<file path="config.mk">
export PLATFORM = sky130hd
export DESIGN_NAME = bcd_timer_ctrl_flat
export DESIGN_NICKNAME = d
export VERILOG_FILES = /design/src/rtl/bcd_timer_ctrl_if.sv /design/src/rtl/bcd_timer_ctrl.sv /design/src/flat_wrapper.sv
export SDC_FILE = /design/constraint.sdc
export NUM_CORES = 1
export LEC_CHECK = 0
export ABC_AREA = 1
export ABC_CLOCK_PERIOD_IN_PS = 4420
export CAP_MARGIN = 30
export CORE_MARGIN = 2
export CORE_UTILIZATION = 55
export DETAILED_ROUTE_END_ITERATION = 8
export DONT_BUFFER_PORTS = 1
export MAX_ROUTING_LAYER = met4
export PLACE_DENSITY = 0.7
export SLEW_MARGIN = 20
export SYNTH_ARGS = -nofsm -noshare
export SYNTH_HDL_FRONTEND = slang
export SYNTH_SLANG_ARGS = --single-unit
</file>
<file path="constraint.sdc">
create_clock -name clk -period 4.42 [get_ports clk]
set_input_delay 0.221 -clock clk [delete_from_list [all_inputs] [get_ports clk]]
set_output_delay 0.221 -clock clk [all_outputs]
set_load 0.05 [all_outputs]
</file>
<file path="src/rtl/bcd_timer_ctrl_if.sv">
// bcd_timer_ctrl_if: command handshake between a host and the BCD timer controller.
//   cmd_valid/cmd_ready : command handshake, accepted when both are high
//   cmd_op              : 00 START, 01 STOP, 10 CLEAR, 11 LOAD
//   cmd_data            : packed BCD preset for LOAD
//   cmd_dir             : 1 up, 0 down, taken by START from IDLE
interface bcd_timer_ctrl_if #(parameter int DIGITS = 3);
  logic                  cmd_valid;
  logic [1:0]            cmd_op;
  logic [4*DIGITS-1:0]   cmd_data;
  logic                  cmd_dir;
  logic                  cmd_ready;
  modport master (output cmd_valid, cmd_op, cmd_data, cmd_dir, input cmd_ready);
  modport slave  (input cmd_valid, cmd_op, cmd_data, cmd_dir, output cmd_ready);
endinterface

</file>
<file path="src/rtl/bcd_timer_ctrl.sv">
// bcd_timer_ctrl: command-driven start/stop/clear/load BCD up/down timer with prescaler.
//   clk, rst : clock, synchronous active-high reset
//   bus      : command handshake (slave side)
//   count    : packed BCD count, digit 0 in [3:0]
//   state    : 0 IDLE, 1 LOAD, 2 RUN, 3 PAUSE, 4 DONE
//   running  : high in RUN
//   done     : one-cycle pulse on terminal count
//   err      : sticky, a LOAD carried a non-BCD digit
module bcd_timer_ctrl #(
  parameter int DIGITS   = 3,
  parameter int TICK_DIV = 4
) (
  input  logic                clk,
  input  logic                rst,
  bcd_timer_ctrl_if.slave     bus,
  output logic [4*DIGITS-1:0] count,
  output logic [2:0]          state,
  output logic                running,
  output logic                done,
  output logic                err
);
  localparam int W  = 4*DIGITS;
  localparam int PW = TICK_DIV > 1 ? $clog2(TICK_DIV) : 1;
  localparam logic [1:0] OP_START = 2'd0, OP_STOP = 2'd1, OP_CLEAR = 2'd2, OP_LOAD = 2'd3;
  typedef enum logic [2:0] {IDLE = 3'd0, LD = 3'd1, RUN = 3'd2, PAUSE = 3'd3, DONE = 3'd4} state_t;
  state_t st, state_n;
  logic [W-1:0]  count_n, data, data_n, stepped;
  logic [PW-1:0] pre, pre_n;
  logic          dir, dir_n, err_n, done_n, acc, tick;
  function automatic logic bcd_ok(input logic [W-1:0] v);
    bcd_ok = 1'b1;
    for (int i = 0; i < DIGITS; i++) if (v[4*i+:4] > 4'd9) bcd_ok = 1'b0;
  endfunction
  function automatic logic [W-1:0] bcd_step(input logic [W-1:0] v, input logic up);
    logic c;
    c = 1'b1;
    bcd_step = v;
    for (int i = 0; i < DIGITS; i++) begin
      if (c) begin
        bcd_step[4*i+:4] = up ? (v[4*i+:4] == 4'd9 ? 4'd0 : v[4*i+:4] + 4'd1)
                              : (v[4*i+:4] == 4'd0 ? 4'd9 : v[4*i+:4] - 4'd1);
        c = up ? (v[4*i+:4] == 4'd9) : (v[4*i+:4] == 4'd0);
      end
    end
  endfunction
  function automatic logic terminal(input logic [W-1:0] v, input logic up);
    terminal = up ? (v == {DIGITS{4'h9}}) : (v == '0);
  endfunction
  assign acc     = bus.cmd_valid && bus.cmd_ready;
  assign tick    = pre == PW'(TICK_DIV-1);
  assign stepped = bcd_step(count, dir);
  assign state   = st;
  always_comb begin
    state_n = st;
    count_n = count;
    err_n   = err;
    dir_n   = dir;
    pre_n   = pre;
    data_n  = data;
    done_n  = 1'b0;
    if (st == LD) begin
      count_n = bcd_ok(data) ? data : count;
      err_n   = err | ~bcd_ok(data);
      state_n = IDLE;
    end else if (acc && bus.cmd_op == OP_CLEAR) begin
      count_n = '0;
      err_n   = 1'b0;
      pre_n   = '0;
      state_n = IDLE;
    end else if (acc && bus.cmd_op == OP_LOAD) begin
      data_n  = bus.cmd_data;
      pre_n   = '0;
      state_n = LD;
    end else if (st == IDLE && acc && bus.cmd_op == OP_START) begin
      dir_n   = bus.cmd_dir;
      pre_n   = '0;
      done_n  = terminal(count, bus.cmd_dir);
      state_n = done_n ? DONE : RUN;
    end else if (st == PAUSE && acc && bus.cmd_op == OP_START) begin
      state_n = RUN;
    end else if (st == RUN) begin
      // the prescaler keeps advancing even when an accepted command discards the tick
      pre_n = tick ? '0 : pre + PW'(1);
      if (acc && bus.cmd_op == OP_STOP) state_n = PAUSE;
      else if (!acc && tick) begin
        count_n = stepped;
        if (terminal(stepped, dir)) begin
          state_n = DONE;
          done_n  = 1'b1;
          pre_n   = '0;
        end
      end
    end
  end
  always_ff @(posedge clk) begin
    if (rst) begin
      st            <= IDLE;
      count         <= '0;
      err           <= 1'b0;
      dir           <= 1'b1;
      pre           <= '0;
      data          <= '0;
      done          <= 1'b0;
      running       <= 1'b0;
      bus.cmd_ready <= 1'b1;
    end else begin
      st            <= state_n;
      count         <= count_n;
      err           <= err_n;
      dir           <= dir_n;
      pre           <= pre_n;
      data          <= data_n;
      done          <= done_n;
      running       <= state_n == RUN;
      bus.cmd_ready <= state_n != LD;
    end
  end
endmodule

</file>
<file path="src/flat_wrapper.sv">
// flat-port wrapper written by rule: the top's interface ports become plain ports
module bcd_timer_ctrl_flat 
#(
  parameter int DIGITS   = 3,
  parameter int TICK_DIV = 4
)
  (clk, rst, count, state, running, done, err, bus_cmd_valid, bus_cmd_op, bus_cmd_data, bus_cmd_dir, bus_cmd_ready);
  bcd_timer_ctrl_if #(.DIGITS(DIGITS)) bus_i ();
  input  logic clk;
  input  logic rst;
  output logic [4*DIGITS-1:0] count;
  output logic [2:0] state;
  output logic running;
  output logic done;
  output logic err;
  input wire logic [$bits(bus_i.cmd_valid)-1:0] bus_cmd_valid;
  input wire logic [$bits(bus_i.cmd_op)-1:0] bus_cmd_op;
  input wire logic [$bits(bus_i.cmd_data)-1:0] bus_cmd_data;
  input wire logic [$bits(bus_i.cmd_dir)-1:0] bus_cmd_dir;
  output wire logic [$bits(bus_i.cmd_ready)-1:0] bus_cmd_ready;
  assign bus_i.cmd_valid = bus_cmd_valid;
  assign bus_i.cmd_op = bus_cmd_op;
  assign bus_i.cmd_data = bus_cmd_data;
  assign bus_i.cmd_dir = bus_cmd_dir;
  assign bus_cmd_ready = bus_i.cmd_ready;
  bcd_timer_ctrl #(.DIGITS(DIGITS), .TICK_DIV(TICK_DIV)) u_core (.clk(clk), .rst(rst), .bus(bus_i), .count(count), .state(state), .running(running), .done(done), .err(err));
endmodule
</file>
==> results.ini <==
[min_path]
hp-class=in2reg

[sta]
worstMarginPinSlew_ns=0.865
finalSetupViolCount=0
rsz0062_at_grt=no
timing.fmax_mhz=344
maxSlewViolCount=0
period_minus_slack_ns=2.91
relSlewSlack_pct=42.3
fin_skew_ns=0.00454
hold_viol=0
min_period_over_period_pct=65.7
fin_tns_setup_ns=0

[synth]
yosysTopAreaCellShare_pct=30.5
ys_seq_area_share_pct=30.5
syn_nets=368
synth-seq-cells=34
ys_types=37
synth_top_area_cell=dfxtp_1
yosysWarnings=0
avgSynthCellArea_um2=6.39
syn_area_um2=2230
synthCells=349
synth_area_leaders=dfxtp_1 31%, nand2_1 14%, nor2_1 10%

[floorplanning]
die_x_um=67.7
core_area_um2=3940
ios=37
die_height_um=67.7
start_util_pct=56.6
die_area_um2=4580
core.rowCount=23

[setup_path]
slowest_stage=dfxtp_1
critPathBufInv=2
path_cells=inv_1 -> nor3_2 -> nor2_1 -> o21ai_1 -> nand2_1 -> clkinv_1 -> o21ai_0 -> a21oi_1
crit_family=simple AND/OR/NAND/NOR gates
worst_setup_path_end_kind=flop
critPathRequiredTime_ns=4.64
critPathKind=reg2reg
cp_max_fo=15
rrSetupSlack_ns=1.51
slowest_delay_ns=0.70
cp-start-kind=flop
cp.arrival_ns=3.12

[power]
p_leak_nw=1.07
peakVddDrop_v=0.000269
p_per_area_nw_per_um2=379

[layout]
layout-drive-gt1-share_pct=9.88
n_antenna_cell=0
instances_no_fill=394
fin_nets=363
fillers=396
mostFrequentLayoutCells=81 x nand2_1, 60 x nor2_1, 34 x dfxtp_1, 31 x o21ai_0, 28 x inv_1
layout_commonest_cell=nand2_1
syn2layout_area_growth_pct=4.55

[route]
drt-initial-drc-count=164
via_count=2154
ant_nets=0
drtPass1Iterations=4
vias_per_cell=5.47
wl_per_cell_um=13.2
route.detailed.drc=0
drt-total-wl_mm=5.19

[outcome]
status=finished clean

[flow_run]
max_cap_viol_count=0

[global_routing]
grt_pass1_vias=1938
antenna_found_initial=0
grt_usage_pct=25.7
grt-ovfl-total=0
grt_first_pass_wirelength_mm=8.74
grt_start_max_net_pins=23

[cts]
clk_pin_slew_ns=0.07
cts_resized=0
clk_latency_ns=0.28
postCtsSetupBuffers=0
clockRootBuffer=clkbuf_8
htreeDepth=2
hold_buffers=0
cts.sinks=34
cts_buffers=5
cts_tree=done
cts_buffer_depth=2

[placed_design]
dp_cells=386
io_buffers=0
place.gp.congestion=0.877
hpwlAfterDp_mm=4.08

==> state kept, by name, indices dropped and copies added, names as in the netlist <==
name and flops:
u_core.dir 1, u_core.running 1, u_core.bus.cmd_ready 1, u_core.data 12, u_core.state 3, u_core.pre 2
u_core.count 12, u_core.done 1, u_core.err 1
==> power breakdown <==
group | switching, mW | total [mW] | internal [mW] | leakage, nW
Sequential | 0.0823 | 0.410 | 0.328 | 0.278
Clock | 0.104 | 0.284 | 0.180 | 0.0573
Combinational | 0.126 | 0.190 | 0.0645 | 0.733
Total | 0.311 | 0.884 | 0.573 | 1.07
==> cell families after synthesis <==
| logic type | Yosys count | synth area share, % |
|---|---|---|
| buffers and inverters | 46 | 9.43 |
| AOI/OAI and AO/OA | 74 | 18.9 |
| and+or+nand+nor | 194 | 40.6 |
| adders and majority gates | 1 | 0.561 |
| DFF | 34 | 30.5 |
==> area by class of cell <==
class / count / area, µm² / area share, %
well taps: 50 / 62.6 / 2.68
flip-flops and latches: 34 / 681 / 29.2
multi-input cells: 269 / 1340 / 57.4
inverters: 33 / 126 / 5.42
repair buffers: 1 / 10.0 / 0.429
clock buffers: 6 / 82.6 / 3.54
clock inverters: 1 / 30.0 / 1.29
==> stage by stage <==
step	hold slack [ns]	utilization [%]	power, mW	cell area, µm²	setup slack, ns
3_3_place_gp	0.298	56.0	0.601	2210	1.59
2_1_floorplan	0.299	-	0.571	2230	2.34
5_1_grt	0.00311	59.1	0.940	2330	1.09
6_report	0.00655	59.1	0.884	2330	1.51
4_1_cts	0.000481	58.9	0.889	2320	1.53
3_5_place_dp	0.294	56.0	0.605	2210	1.58
==> final timing paths <==
path | start | end | cells after the start
worst max-delay path | u_core.state[0] | u_core.count[5] | 8
worst min-delay path | rst | u_core.state[0] | 1
worst max register to register | u_core.state[0] | u_core.count[5] | 8
worst min register to register | u_core.data[1] | u_core.data[1] | 2
==> worst reg2reg max path, cell delays in order (launching register included) <==
cell	delay [ns]
dfxtp_1	0.70
inv_1	0.17
nor3_2	0.63
nor2_1	0.38
o21ai_1	0.16
nand2_1	0.30
clkinv_1	0.27
o21ai_0	0.10
a21oi_1	0.14
==> cells in the mapped netlist, drive strengths merged <==
library cell,instances
o211ai,1
buf,6
nand2,93
a21oi,24
a22oi,3
clkinv,1
nor2,67
inv,32
ha,1
nand3b,1
nand4,4
o31ai,1
nor4,1
a221oi,6
o21ai,36
a211oi,3
and3,1
dfxtp,34
clkbuf,7
nand3,21
nor3,6
==> per-layer routing <==
metal | wire (µm) | up-vias | track usage, %
met5 | 0 | - | -
met2 | 2410 | 57 | 40.1
met1 | 2450 | 950 | 33.8
met3 | 278 | 8 | 5.50
li1 | - | 1139 | -
met4 | 53 | 0 | 6.12
Note: power is estimated with default switching activity, not from simulation.
